`src/rtl/acc_sum_sampler.sv`:
```
// Window sampler for the accumulator's running sum: every WINDOW cycles the
// sum delta is pushed into a show-ahead FIFO. Define ACC_AVG_EN to push delta/WINDOW instead.
module acc_sum_sampler #(
    parameter int WINDOW = 4,
    parameter int DEPTH  = 4
) (
    input  logic                     clk,
    input  logic                     rst,
    input  logic [15:0]              sum,
    output logic [15:0]              out_data,
    output logic                     out_valid,
    input  logic                     out_ready,
    output logic [$clog2(DEPTH):0]   level,
    output logic                     ovf,
    output logic [7:0]               drop_cnt
);
    localparam int WW = $clog2(WINDOW);
    localparam int PW = $clog2(DEPTH);
    localparam logic [WW-1:0] WLAST = WW'(WINDOW - 1);
    localparam logic [PW:0]   LFULL = (PW + 1)'(DEPTH);

    logic [WW-1:0]             wcnt;
    logic [15:0]               prev;
    logic [DEPTH-1:0][15:0]    mem;
    logic [PW-1:0]             wr_ptr, rd_ptr;
    logic                      cap, full, pop, push, drop;
    logic [15:0]               delta, push_val;

    always_comb begin
        cap   = (wcnt == WLAST);
        delta = sum - prev;
`ifdef ACC_AVG_EN
        push_val = delta >> WW;
`else
        push_val = delta;
`endif
        full = (level == LFULL);
        pop  = out_valid && out_ready;
        // A pop on the same edge frees the slot a full FIFO needs.
        push = cap && (!full || pop);
        drop = cap && full && !pop;
    end

    assign out_valid = (level != '0);
    assign out_data  = mem[rd_ptr];

    always_ff @(posedge clk) begin
        if (rst) begin
            wcnt     <= '0;
            prev     <= '0;
            mem      <= '0;
            wr_ptr   <= '0;
            rd_ptr   <= '0;
            level    <= '0;
            ovf      <= 1'b0;
            drop_cnt <= '0;
        end else begin
            wcnt <= wcnt + 1'b1;
            // prev follows every capture, dropped or not, so deltas never span windows.
            if (cap)
                prev <= sum;
            if (push) begin
                mem[wr_ptr] <= push_val;
                wr_ptr      <= wr_ptr + 1'b1;
            end
            if (pop)
                rd_ptr <= rd_ptr + 1'b1;
            case ({push, pop})
                2'b10:   level <= level + 1'b1;
                2'b01:   level <= level - 1'b1;
                default: level <= level;
            endcase
            if (drop) begin
                ovf <= 1'b1;
                if (drop_cnt != 8'hFF)
                    drop_cnt <= drop_cnt + 1'b1;
            end
        end
    end
endmodule

```
`config.mk`:
```
export PLATFORM = sky130hd
export DESIGN_NAME = acc_sum_sampler
export DESIGN_NICKNAME = d
export VERILOG_FILES = /design/src/rtl/acc_sum_sampler.sv
export SDC_FILE = /design/constraint.sdc
export NUM_CORES = 1
export LEC_CHECK = 0
export ABC_CLOCK_PERIOD_IN_PS = 4000
export BUFFER_PORTS_ARGS = -buffer_cell sky130_fd_sc_hd__buf_2
export CORE_ASPECT_RATIO = 2
export CORE_UTILIZATION = 29
export DETAILED_ROUTE_END_ITERATION = 10
export GPL_TIMING_DRIVEN = 0
export PLACE_DENSITY_LB_ADDON = 0.25
export RECOVER_POWER = 25
export SLEW_MARGIN = 20
export SYNTH_ARGS = -nofsm -noshare
export SYNTH_HDL_FRONTEND = slang
export SYNTH_SLANG_ARGS = --single-unit
```
`constraint.sdc`:
```
create_clock -name clk -period 4 [get_ports clk]
set_input_delay 0.2 -clock clk [delete_from_list [all_inputs] [get_ports clk]]
set_output_delay 0.2 -clock clk [all_outputs]
set_load 0.005 [all_outputs]
```
# == Yosys cells after proc, flatten, opt, wreduce, memory -nomap -nowiden ==
# Index checks and enable logic that the tools add are counted.
# classes
add_sub_neg,7
reduce_logical,11
n_mux,6
eq_ne,5
n_lt_le_gt_ge,3
# ops
operator,n
$bwmux 64,1
$bmux 16 s2,1
$demux 16 s2,1
$mux 16,2
$sub 16x16->16,1
$add 8x1->8 const B,1
$ne 8x8->1 const B,1
$add 2x1->2 const B,3
$lt 2x3->1 const B,2
$pmux 3 s2,1
$logic_and 1x1->1,5
$eq 2x2->1 const B,2
$add 3x1->3 const B,1
$eq 3x3->1 const B,1
$reduce_bool 3->1,1
$sub 3x1->3 const B,1
$eq 2x1->1 const B,1
$ge 2x1->1 const B,1
$logic_not 1->1,2
$reduce_and 2->1,1
$reduce_bool 2->1,1
$logic_or 1x1->1,1
# totals
regBits,98
inputBits,19
output_inout_bits,29
word_cells,43

# == Longest topological paths before layout ==
# Gate-level depths: netlist (run 1).
# logic_depth
word_depth,6
ltp_mapped,9
mapped_depth_nobuf,9

# == Least setup slack after synthesis (run 1) ==
# OpenSTA, ideal clock, no wires.
# synth_path
kind,register -> register
start,register prev[0]
end,register mem[28] in the netlist's numbering
arrival_time_ns,2.100
path_stages_with_launch,9
slack_ns,1.830
required_ns,3.931
setup_ns,0.069
path_buffers,0
synth_period_minus_slack_ns,2.170
cell_sequence,dfxtp_1 ha_1 fa_1 nand2b_1 a21oi_2 o21ai_2 nor4bb_1 or4b_4 o21ai_1
# synth_between
elab_chain_len,2
# synth_rtl
item,line_no,text
start: declaration,23,logic [15:0] prev;
start signal: assignment,61,prev <= sum;
$sub 16x16->16,31,delta = sum - prev;
$bwmux 64,63,mem[wr_ptr] <= push_val;
end signal: indexed assignment,63,
end: declaration,24,logic [DEPTH-1:0][15:0] mem;
# Every way passes these cells.
# A chain may end at the register's enable or synchronous reset.

# == Worst setup path after layout (run 1) ==
# layout_path
start,register rd_ptr[0]
end,output port out_data[11]
# layout_between
elab_chain_len,2
# layout_rtl
item,line_no,text
start: declaration,25,"logic [PW-1:0] wr_ptr, rd_ptr;"
start signal: assignment,67,rd_ptr <= rd_ptr + 1'b1;
$bmux 16 s2,45,assign out_data = mem[rd_ptr];
$mux 16 (implied by the code),45,
end: declaration,10,"output logic [15:0] out_data,"
# Every way passes these cells. The select of a mux whose other input is x is not followed.

==> results of run 1 <==
-- layer usage --
metal / part of all wire / up-vias
li1: - / 2017
met1: 0.37 / 1957
met2: 0.57 / 67
met3: 0.027 / 19
met4: 0.034 / 0
met5: 0 / -
-- cells by family (layout without fill, tap and decap cells) --
| group | count (synthesis) | in the layout | share of synthesized area |
|---|---|---|---|
| AND/OR/NAND/NOR | 216 | 216 | 0.215 |
| AO/OA/AOI/OAI | 102 | 102 | 0.125 |
| flip-flops | 98 | 98 | 0.402 |
| buffers and inverters | 51 | 113 | 0.0428 |
| multiplexers | 36 | 36 | 0.115 |
| adder cells (fa/ha/maj) | 23 | 23 | 0.0620 |
| XOR/XNOR | 22 | 22 | 0.0395 |
-- cells in the mapped netlist, drive strengths merged (2+ instances only) --
| cell type | instances |
|---|---|
| xnor2 | 15 |
| o21ai | 26 |
| a21oi | 46 |
| o311ai | 4 |
| and3 | 2 |
| dfxtp | 98 |
| o21a | 2 |
| a211o | 5 |
| nor4 | 4 |
| inv | 22 |
| nand2 | 82 |
| a211oi | 10 |
| and2 | 4 |
| mux2i | 20 |
| mux4 | 16 |
| nand3b | 26 |
| nand3 | 5 |
| or3 | 2 |
| o211ai | 5 |
| nand2b | 10 |
| or2 | 2 |
| fa | 2 |
| xor2 | 7 |
| nor3b | 4 |
| nor2b | 3 |
| buf | 14 |
| clkbuf | 15 |
| a21o | 2 |
| ha | 21 |
| nand4 | 4 |
| nor2 | 61 |
-- critical path: cells and delay by family (launching register included) --
kind,cells,cell delay (ns)
mux,1,0.64
flops,1,0.30
buf+inv,3,1.20
-- where the power goes --
| part | leakage (uW) | switching [uW] | internal (uW) | total [uW] |
|---|---|---|---|---|
| sequential | 0.000792 | 25.8 | 1010 | 1040 |
| clock | 0.000151 | 392 | 507 | 899 |
| combinational | 0.00111 | 273 | 191 | 464 |
| total | 0.00205 | 691 | 1710 | 2400 |
-- layout make-up --
class,instances,area share
clock buffers,11,0.0429
well taps,204,0.0451
inverters,22,0.0146
flip-flops and latches,98,0.347
multi-input cells,399,0.479
plain buffers,29,0.0217
clock inverters,5,0.0108
repair buffers,46,0.0387
-- path summary, 6_finish.rpt --
path / start / to
min: sum[3] / prev[3]
min reg2reg: wcnt[0] / wcnt[0]
max: rd_ptr[0] / out_data[11]
max reg2reg: prev[0] / mem[60]
-- flip-flops by register name, indices dropped and copies added, names as in the netlist --
name	count
wcnt	2
prev	16
level	3
rd_ptr	2
wr_ptr	2
ovf	1
drop_cnt	8
mem	64
-- per-stage QoR --
step	util	instance area, sq um	setup WS [ns]	power [uW]	std cells
4_1_cts	0.347	5670	1.38	2430	814
2_1_floorplan	-	4880	1.83	1390	548
3_5_place_dp	0.328	5370	1.49	1530	798
5_1_grt	0.346	5660	1.15	2510	814
3_3_place_gp	0.328	5370	1.53	1530	798
6_report	0.346	5660	1.30	2400	814
==> results_dict.tcl, run 1 <==
set metrics [dict create \
    setup_violations 0 \
    hold_violations 0 \
    synth_area_leaders "dfxtp_1, mux4_2, nand2_1, ha_1, nor2_1" \
    area_delta_synth_final_pct 15.9 \
    globalplace.congestion 0.860 \
    path_class "reg -> out" \
    grt_max_degree 17 \
    clkSinkCount 98 \
    grt_pass1_wl_mm 20.6 \
    hold_path.class "in -> reg" \
    vias 4060 \
    numCtsBuffers 9 \
    postSynthCellCount 548 \
    cts_resized 0 \
    ff2ff_path_depth 8 \
    rsz0062_at_grt "no" \
    postCtsSetupRepairBufs 0 \
    seqCellArea_sq_um 1960 \
    slew_headroom 0.391 \
    slowest_stage "clkbuf_1" \
    ys_seq_area_frac 0.402 \
    synth_nets 590 \
    ys_types 43 \
    rows 66 \
    critPathMaxFanout 10 \
    ant_nets 0 \
    die_h_microns 186 \
    grt.total_usage 0.157 \
    htree_num_levels 3 \
    ioPinCount 48 \
    synth_top_area_share 0.402 \
    drt-pass1-iter-count 4 \
    dpl.hpwl_mm 10.1 \
    drive_gt1_frac 0.139 \
    synth_area_sq_um 4880 \
    power_density_nw_per_um2 424 \
    drt-initial-drc-count 171 \
    end_kind "primary output" \
    wl_mm 13.1 \
    port_buffers 46 \
    core_area_sq_um 16400 \
    antenna_cells 0 \
    die_w_microns 93.8 \
    period_needed_ns 2.70 \
    ir_worst_vdd_v 0.000204 \
    reg2reg_setup_slack_ns 1.54 \
    crit_arrival_ns 2.50 \
    drc_errors 0 \
    grt-busiest-layer "met2" \
    start_kind "flop" \
    fin_setup_tns_ns 0 \
    fill_cells 1740 \
    slew_viol_final 0 \
    multiInputGateArea_sq_um 2710 \
    async_flop_share 0 \
    fp.dieArea_sq_um 17400 \
    vias_per_cell 4.99 \
    grt.overflow.total 0 \
    grt_pass1_vias 4096 \
    power.leakage_uw 0.00205 \
    maxCapViolCount 0 \
    nNetsFinal 647 \
    clockBufferDepth 2 \
    synth-seq-cells 98 \
    final_cell_mix "dfxtp_1, nand2_1, nor2_1, buf_2, a21oi_1" \
    start_util 0.299 \
    slowest_delay_ns 0.73 \
    met3_usage 0.0253 \
    crit_chain "buf_2 > clkbuf_1 > mux4_2 > buf_2" \
    final.period_utilization 0.674 \
    root_buffer "clkbuf_16" \
    grt_util_met1 0.156 \
    hold_slack_ns 0.100 \
    wl_per_cell_microns 16.1 \
    syn_avg_cell_area_sq_um 8.91 \
    fmax_ghz 0.371 \
    worst_path_most_repeated_cell "buf_2" \
    clkTransAtPathRegs_ns 0.07 \
    skew_ns 0.0101 \
    grt_use_met2 0.306 \
    yosys_warnings 0 \
    grt_antenna_before_repair 0 \
    synth-main-ff-cell "dfxtp_1" \
    cts_tree "yes" \
    synth-edff-count 0 \
    required_ns 3.80 \
    synth.largest_area_cell "dfxtp_1" \
    ctsHoldBuffers 0 \
    final_common_cell "dfxtp_1" \
    holdPathStages 3 \
    tightestPinTransition_ns 0.914 \
    clock_latency_ns 0.35 \
    status "complete, no violations" \
]
(Power assumes the default switching activity.)
==> run 2, diff against run 1 <==
Settings changed: ABC_CLOCK_PERIOD_IN_PS 4000 to 2200.
Clock period 4 ns to 2.2 ns, I/O delays scaled along.
==> run 2 against run 1 <==
- the flow now finishes with violations (setup timing)
- sequential share of layout area is 1.0 points lower
- utilization rose by 1.1 points
- clock skew decreased by 0.00083 ns
- count of clock-buffer cells in the layout unchanged
- critical path depth rose by 4
- total power increased by 84%
- sequential power grew 83%
- combinational power increased by 93%
- die area is the same
- design area is 3.1% higher
- via count rose by 1.4%
- critical path type is now reg -> reg
- largest power group unchanged
- highest routed layer unchanged
==> results_dict.tcl, run 2 (synthesis gave the netlist of run 1 again) <==
set metrics [dict create \
    area_delta_synth_final_pct 19.4 \
    hold_violations 0 \
    nNetsFinal 651 \
    swShare 0.289 \
    grt_pass1_wl_mm 20.7 \
    tightestPinTransition_ns 0.731 \
    power_density_nw_per_um2 759 \
    ctsHoldBuffers 0 \
    violations "setup timing" \
    final_common_cell "dfxtp_1" \
    vias 4117 \
    fin_ws_ns -0.0468 \
    p_comb_frac 0.202 \
    status "finished, violations left" \
    drc_errors 0 \
    hp-start "sum[3]" \
    reg.largest.list "mem x64, prev x16, drop_cnt x8" \
    fill_cells 1732 \
    clockBufferDepth 2 \
    setup_violations 4 \
    reg2reg_setup_slack_ns -0.05 \
    hold_path.class "in -> reg" \
    period_needed_ns 2.25 \
    path_class "reg -> reg" \
    required_ns 2.48 \
    power.leakage_uw 0.00211 \
    rsz0062_at_grt "yes" \
    clkTransAtPathRegs_ns 0.07 \
    skew_ns 0.00924 \
    power_frac_clock 0.368 \
    drive_gt1_frac 0.189 \
    power_frac_seq 0.429 \
    switchingPower_uw 1280 \
    core_area_sq_um 16400 \
    r2r-end "mem[44]" \
    wl_mm 13.3 \
    r2r-start "prev[0]" \
    die_h_microns 186 \
    dpl.hpwl_mm 10.1 \
    critPathMaxFanout 4 \
    largest_register_ffs 64 \
    htree_num_levels 3 \
    vias_per_cell 5.03 \
    fp.dieArea_sq_um 17400 \
    grt_max_degree 17 \
    grt_pass1_vias 4111 \
    final.period_utilization 1.02 \
    port_buffers 46 \
    ant_nets 0 \
    top_register "mem" \
    fmax_ghz 0.445 \
    holdPathStages 3 \
    die_w_microns 93.8 \
    antenna_cells 0 \
    globalplace.congestion 0.860 \
    min_to "prev[3]" \
    cellInternalPower_uw 3150 \
    slew_viol_final 0 \
    ff2ff_path_depth 8 \
    fin_setup_tns_ns -0.140 \
    grt_antenna_before_repair 0 \
    crit_arrival_ns 2.53 \
    cts_tree "yes" \
    slew_headroom 0.513 \
    drt-initial-drc-count 170 \
    clock_latency_ns 0.35 \
    start_util 0.299 \
    dp_slack_ns -0.261 \
    clkSinkCount 98 \
    grt.overflow.total 0 \
    wl_per_cell_microns 16.2 \
    maxCapViolCount 0 \
    grt.total_usage 0.158 \
    root_buffer "clkbuf_16" \
    ir_worst_vdd_v 0.000368 \
    final_cell_mix "dfxtp_1, nand2_1, nor2_1, buf_2, a21oi_1" \
    ioPinCount 48 \
    end_kind "flop" \
    drt-pass1-iter-count 5 \
    numCtsBuffers 9 \
    start_kind "flop" \
    rows 66 \
]
==> run 2: changes by cell type in the layout (fill, tap and decap cells not counted), moves of 4 or more <==
cell / before / now
a21oi_2: 1 / 7
clkbuf_1: 27 / 23
ha_1: 21 / 17
buf_4: 0 / 6
a21oi_1: 45 / 38
==> run 2: repair_timing <==
item,in CTS,in global routing
gates resized for setup,10,23
pin swaps,7,7
setup endpoints to repair,35,42
buffers inserted,2,3
==> run 2: layout make-up <==
type	count	area, sq um	share of cell area
Inverter	22	82.6	0.0142
Clock buffer	11	243	0.0416
Tap cell	204	255	0.0438
Multi-Input combinational cell	399	2840	0.487
Timing Repair Buffer	51	256	0.0440
Buffer	28	130	0.0223
Clock inverter	5	61.3	0.0105
Sequential cell	98	1960	0.337
==> run 2: worst max path at each step <==
stage	from	to	slack [ns]
final	prev[0]	mem[44]	-0.05
after global placement	prev[0]	mem[44]	-0.22
after global routing	prev[7]	mem[44]	-0.09
after CTS	prev[0]	mem[60]	-0.09
after floorplan	prev[0]	mem[28]	0.03
after detailed placement	prev[0]	mem[60]	-0.26
==> run 2: power by group through the flow <==
stage / clock network, uW / logic, uW / registers [uW]
after floorplan: 0 / 610 / 1920
after detailed placement: 0 / 865 / 1920
final: 1630 / 896 / 1900
after CTS: 1670 / 883 / 1900
after global routing: 1740 / 990 / 1910
after global placement: 0 / 852 / 1920
==> run 2: per-layer routing <==
metal,wire length [microns],vias to the layer above,GRT usage
met5,0,-,0
met4,418,0,0.0782
met3,352,25,0.0253
met2,7560,86,0.307
met1,4950,1983,0.156
li1,-,2023,-
==> run 2: through the flow <==
step / cells / cell area, sq um / utilization / total power, uW / hold WS [ns]
floorplan: 548 / 4880 / - / 2530 / 0.257
detailed placement: 798 / 5370 / 0.328 / 2790 / 0.376
global route: 818 / 5830 / 0.357 / 4630 / 0.00407
finish: 818 / 5830 / 0.357 / 4430 / 0.0124
CTS: 815 / 5740 / 0.351 / 4450 / 0.00692
global placement: 798 / 5370 / 0.328 / 2770 / 0.370
==> run 2: worst max-delay path: stages, from the launching register on <==
cell      delay, ns
dfxtp_2        0.33
ha_4           0.15
fa_2           0.35
nand2b_4       0.17
a21oi_4        0.17
o21ai_4        0.09
nor4bb_2       0.18
or4b_4         0.59
o21ai_2        0.14
